--- src/rtl/sync_fifo.sv ---
// Small synchronous FIFO with wrap-bit pointers. A push is accepted when the
// FIFO has room or when a pop frees a slot on the same edge.
module sync_fifo #(
    parameter int WIDTH = 8,
    parameter int DEPTH = 4
) (
    input  logic             clk,
    input  logic             rst_n,
    input  logic             clr,
    input  logic             push,
    input  logic [WIDTH-1:0] push_data,
    output logic             full,
    input  logic             pop,
    output logic [WIDTH-1:0] pop_data,
    output logic             empty
);

    localparam int AW = $clog2(DEPTH);
    localparam int PW = AW + 1;

    logic [PW-1:0]    wr_ptr;
    logic [PW-1:0]    rd_ptr;
    logic [WIDTH-1:0] mem [DEPTH];
    logic             do_push;
    logic             do_pop;

    assign empty    = (wr_ptr == rd_ptr);
    assign full     = (wr_ptr[AW] != rd_ptr[AW]) && (wr_ptr[AW-1:0] == rd_ptr[AW-1:0]);
    assign do_pop   = pop && !empty;
    assign do_push  = push && (!full || do_pop);
    assign pop_data = mem[rd_ptr[AW-1:0]];

    // Pointer update; clear wins over any simultaneous push or pop.
    always_ff @(posedge clk or negedge rst_n) begin
        if (!rst_n) begin
            wr_ptr <= '0;
            rd_ptr <= '0;
        end else if (clr) begin
            wr_ptr <= '0;
            rd_ptr <= '0;
        end else begin
            if (do_push) wr_ptr <= wr_ptr + PW'(1);
            if (do_pop)  rd_ptr <= rd_ptr + PW'(1);
        end
    end

    // Storage write; contents need no reset because empty masks them.
    always_ff @(posedge clk) begin
        if (do_push && !clr) mem[wr_ptr[AW-1:0]] <= push_data;
    end

endmodule

--- config.mk ---
export PLATFORM = sky130hd
export DESIGN_NAME = sync_fifo
export DESIGN_NICKNAME = d
export VERILOG_FILES = /design/src/rtl/sync_fifo.sv
export SDC_FILE = /design/constraint.sdc
export NUM_CORES = 1
export LEC_CHECK = 0
export CORE_UTILIZATION = 50
export DETAILED_ROUTE_END_ITERATION = 6
export MAX_ROUTING_LAYER = met4
export PLACE_DENSITY = 0.75
export SYNTH_ARGS = -nofsm -noshare
export SYNTH_HDL_FRONTEND = slang
export SYNTH_SLANG_ARGS = --single-unit
--- constraint.sdc ---
create_clock -name clk -period 2 [get_ports clk]
set_input_delay 0.3 -clock clk [delete_from_list [all_inputs] [get_ports clk]]
set_output_delay 0.3 -clock clk [all_outputs]
set_load 0.03 [all_outputs]
==> results by group, run 1 <==
Global routing
  – Vias in the first global route: 968
  – Tot GR Track Use: a little under a fifth
  – Largest net degree at the start of global routing: 13
  – Initial antenna violation count: 0
  – Total gr overflow: 0
  – First-pass GRT wire length: between 4000 and 5000 µm

Yosys
  – Ys async rst share: roughly 16%
  – Sequential fraction of the synthesis area: between 60% and 70%
  – Top post-synthesis cells by area: edfxtp_1 56%, mux4_2 11%, dfrtp_1 8.8%
  – Commonest cells in the netlist: 32 x edfxtp_1, 8 x mux4_2, 6 x dfrtp_1, 6 x nor2_1
  – EDFF count, synth: 32
  – Post-Syn Instances: between 90 and 100
  – Yosys reg bits: 38
  – Avg Synthesized Cell Area: around 18 µm²
  – Cell Area, Synth: 1708 µm²
  – Most frequent cell after synthesis: edfxtp_1
  – Top FF cell, synth: edfxtp_1
  – Post-synthesis cell type count: 29
  – Synth warn: 0
  – Syn nets: 115
  – Top-area cell type share of the netlist area: 56.26%
  – Largest area contributor in the netlist: edfxtp_1

Timing
  – Final Max Tran Viols: 0
  – Clock Skew: around 0.0073 ns
  – Worst-margin pin slew: slightly below 0.4 ns
  – FMAX: between 0.5 and 0.6 GHz
  – Total negative setup slack: 0 ns
  – Fin crit period: 1.927 ns
  – # setup viols final: 0
  – Final hold vios: 0
  – Slew HR: roughly three quarters
  – Tcrit/Tclk final: ~96%
  – RSZ-0062 raised after global routing: no

Cells and area
  – Fillers: roughly 240
  – Final-stage net count: 155
  – Cell area after layout: 2138 µm²
  – Multi-input logic area: roughly 560 µm²
  – Area grow syn2layout: 25.20%
  – Register area: 1112 µm²
  – Layout cells sized above 1: between 30 and 40%
  – Diode count: 0
  – Post-layout util: between 60% and 70%

Place
  – Hpwl dp: just over 2000 µm
  – Cell Area, Placed: ~2100 µm²
  – Port-buffer cells: 22
  – Gpl congestion: between 0.7 and 0.8

Worst setup path
  – Delay-heaviest family, CP: buffers and inverters
  – Crit-path max FO: 6
  – Worst endpoint required time: 1.70 ns
  – Largest stage delay, worst path: around 0.44 ns
  – Critical path's slowest cell: dfrtp_2
  – Crit-path cells: buf_4, xnor2_4, buf_4, nand2_1, nor2_1, buf_4
  – Critical path endpoint category: output pin
  – Startpoint Class: flop
  – CP arrival: ~1.6 ns
  – CP Class: flop to output pin
  – Buffers and inverters on the worst path: 3
  – R2r setup slk: between 0.2 and 0.3 ns
  – Top cell by count, worst path: buf_4

Pwr
  – Net Sw Frac: between 20 and 30%
  – Leak: between 0.7 and 0.8 nW
  – Share of power burned in registers: around half
  – Psw: 0.0004966 W
  – Gate power share: 25.6%
  – Peak VDD IR: between 0.0006 and 0.0007 V
  – Tot Pwr: 0.001773 W
  – Pwr dens: a little over 800 nW/µm²
  – Internal power: between 0.001 and 0.0015 W
  – Clock power frac: between 20 and 25%

Clocking
  – CTS Buf Count: 5
  – Clock buffer depth: 2
  – CTS tree: built
  – Clock Pin Slew Worst Setup and Hold Paths: about 0.11 ns
  – H-tree depth: 2
  – Clk sinks: 38
  – Worst-Skew Late Latency: between 0.3 and 0.4 ns
  – Root Buffer: clkbuf_4

Route
  – Via/cell ratio: 5.258
  – Pre-antenna DRT Iters: 4
  – Routed vias: between 900 and 1,000
  – Antenna-violating nets left: 0
  – Routed WL per cell: roughly 16 µm
  – DRC Markers: 0
  – Initial drt markers: 22
  – Routed Wire Length: ~2800 µm

Flow run
  – Total of max-cap violations: 0

Floorplan
  – Ports: 23
  – Initial core utilization: 54.17%
  – Site row count: 20
  – Die Span X: around 60 µm
  – Core area: 3153 µm²
  – Die area: between 3000 and 4000 µm²
  – Die Height: 60.45 µm

Outcome
  – Status: finished clean

Worst hold path
  – Hold WC Path Type: input pin to asynchronous set/reset pin
==> flip-flops by register name, summed over array words and instances (netlist names) <==
name,flops
mem,32
rd_ptr,3
wr_ptr,3
==> layout by cell type (no fill, tap or decap), types with 3 or more instances in the layout <==
cell,Yosys,layout
edfxtp_1,32,32
clkdlybuf4s50_1,0,12
buf_4,0,12
mux4_2,8,8
buf_2,1,8
nor2_1,6,6
inv_1,5,5
ha_1,5,5
clkbuf_4,0,5
dfrtp_1,6,5
nand2b_1,4,4
and2_1,4,4
buf_12,0,4
nor2b_1,3,3
==> per-stage QoR <==
step | hold WS (ns) | setup WS (ns) | instances
after detailed placement | 0.5891 | 0.06296 | 172
after global placement | 0.5783 | 0.08626 | 172
after global routing | 0.2080 | 0.009967 | 182
final | 0.2144 | 0.07274 | 182
after floorplan | 0.004409 | 0.3986 | 97
after CTS | 0.2089 | 0.04674 | 182
==> repair_timing <==
item	4_1_cts	5_1_grt
pin swaps	0	1
hold buffers	0	0
gates cloned	0	0
gates resized for setup	41	0
setup endpoints to repair	10	1
setup buffers	2	0
==> worst paths after layout <==
kind                                             from               endpoint  cells after the start
worst min-delay path                            rst_n  rd_ptr[0]$_DFFE_PN0P_                      1
worst min register to register  wr_ptr[2]$_DFFE_PN0P_  wr_ptr[2]$_DFFE_PN0P_                      2
worst max register to register  rd_ptr[0]$_DFFE_PN0P_  wr_ptr[2]$_DFFE_PN0P_                      6
min in group clk                         push_data[5]    mem[0][5]$_DFFE_PP_                      1
worst max-delay path            rd_ptr[1]$_DFFE_PN0P_                  empty                      6
max in group asynchronous                       rst_n  rd_ptr[1]$_DFFE_PN0P_                      1
==> logic make-up after synthesis <==
logic type | share of synthesized area (%)
AO/OA/AOI/OAI | 3.370
XOR/XNOR | 4.030
adder cells (fa/ha/maj) | 3.663
buffers and inverters | 2.271
flip-flops | 65.05
multiplexers | 13.92
AND/OR/NAND/NOR | 7.693
==> power groups by stage <==
stage | Combinational [W] | Clock, W | Sequential (W)
6_report | 0.000454 | 0.000410 | 0.000908
5_1_grt | 0.000486 | 0.000443 | 0.000912
4_1_cts | 0.000459 | 0.000423 | 0.000909
3_5_place_dp | 0.000471 | 0 | 0.000931
3_3_place_gp | 0.000459 | 0 | 0.000929
2_1_floorplan | 0.000282 | 0 | 0.000922
==> layout make-up <==
class	instances	share of cell area, %
Clock buffer	6	2.399
Clock inverter	2	0.5851
Inverter	5	0.8777
Multi-Input combinational cell	51	26.10
Sequential cell	38	52.02
Tap cell	44	2.575
Timing Repair Buffer	36	15.45
==> layer usage <==
| metal | share of wire [%] | vias up | GRT usage, % |
|---|---|---|---|
| li1 | - | 445 | - |
| met1 | 43 | 490 | 22.87 |
| met2 | 50 | 18 | 30.30 |
| met3 | 4.4 | 4 | 5.757 |
| met4 | 1.6 | 0 | 6.818 |
| met5 | 0 | - | - |
Note: power is estimated with default switching activity, not from simulation.
==> inputs of run 2 (changes only) <==
--- a/config.mk
+++ b/config.mk
@@ -9,6 +9,7 @@
 export DETAILED_ROUTE_END_ITERATION = 6
 export MAX_ROUTING_LAYER = met4
 export PLACE_DENSITY = 0.75
+export SKIP_LAST_GASP = 1
 export SYNTH_ARGS = -nofsm -noshare
 export SYNTH_HDL_FRONTEND = slang
 export SYNTH_SLANG_ARGS = --single-unit
==> results of run 2 <==
No change in the layout: final DEF, timing and power equal those of run 1.
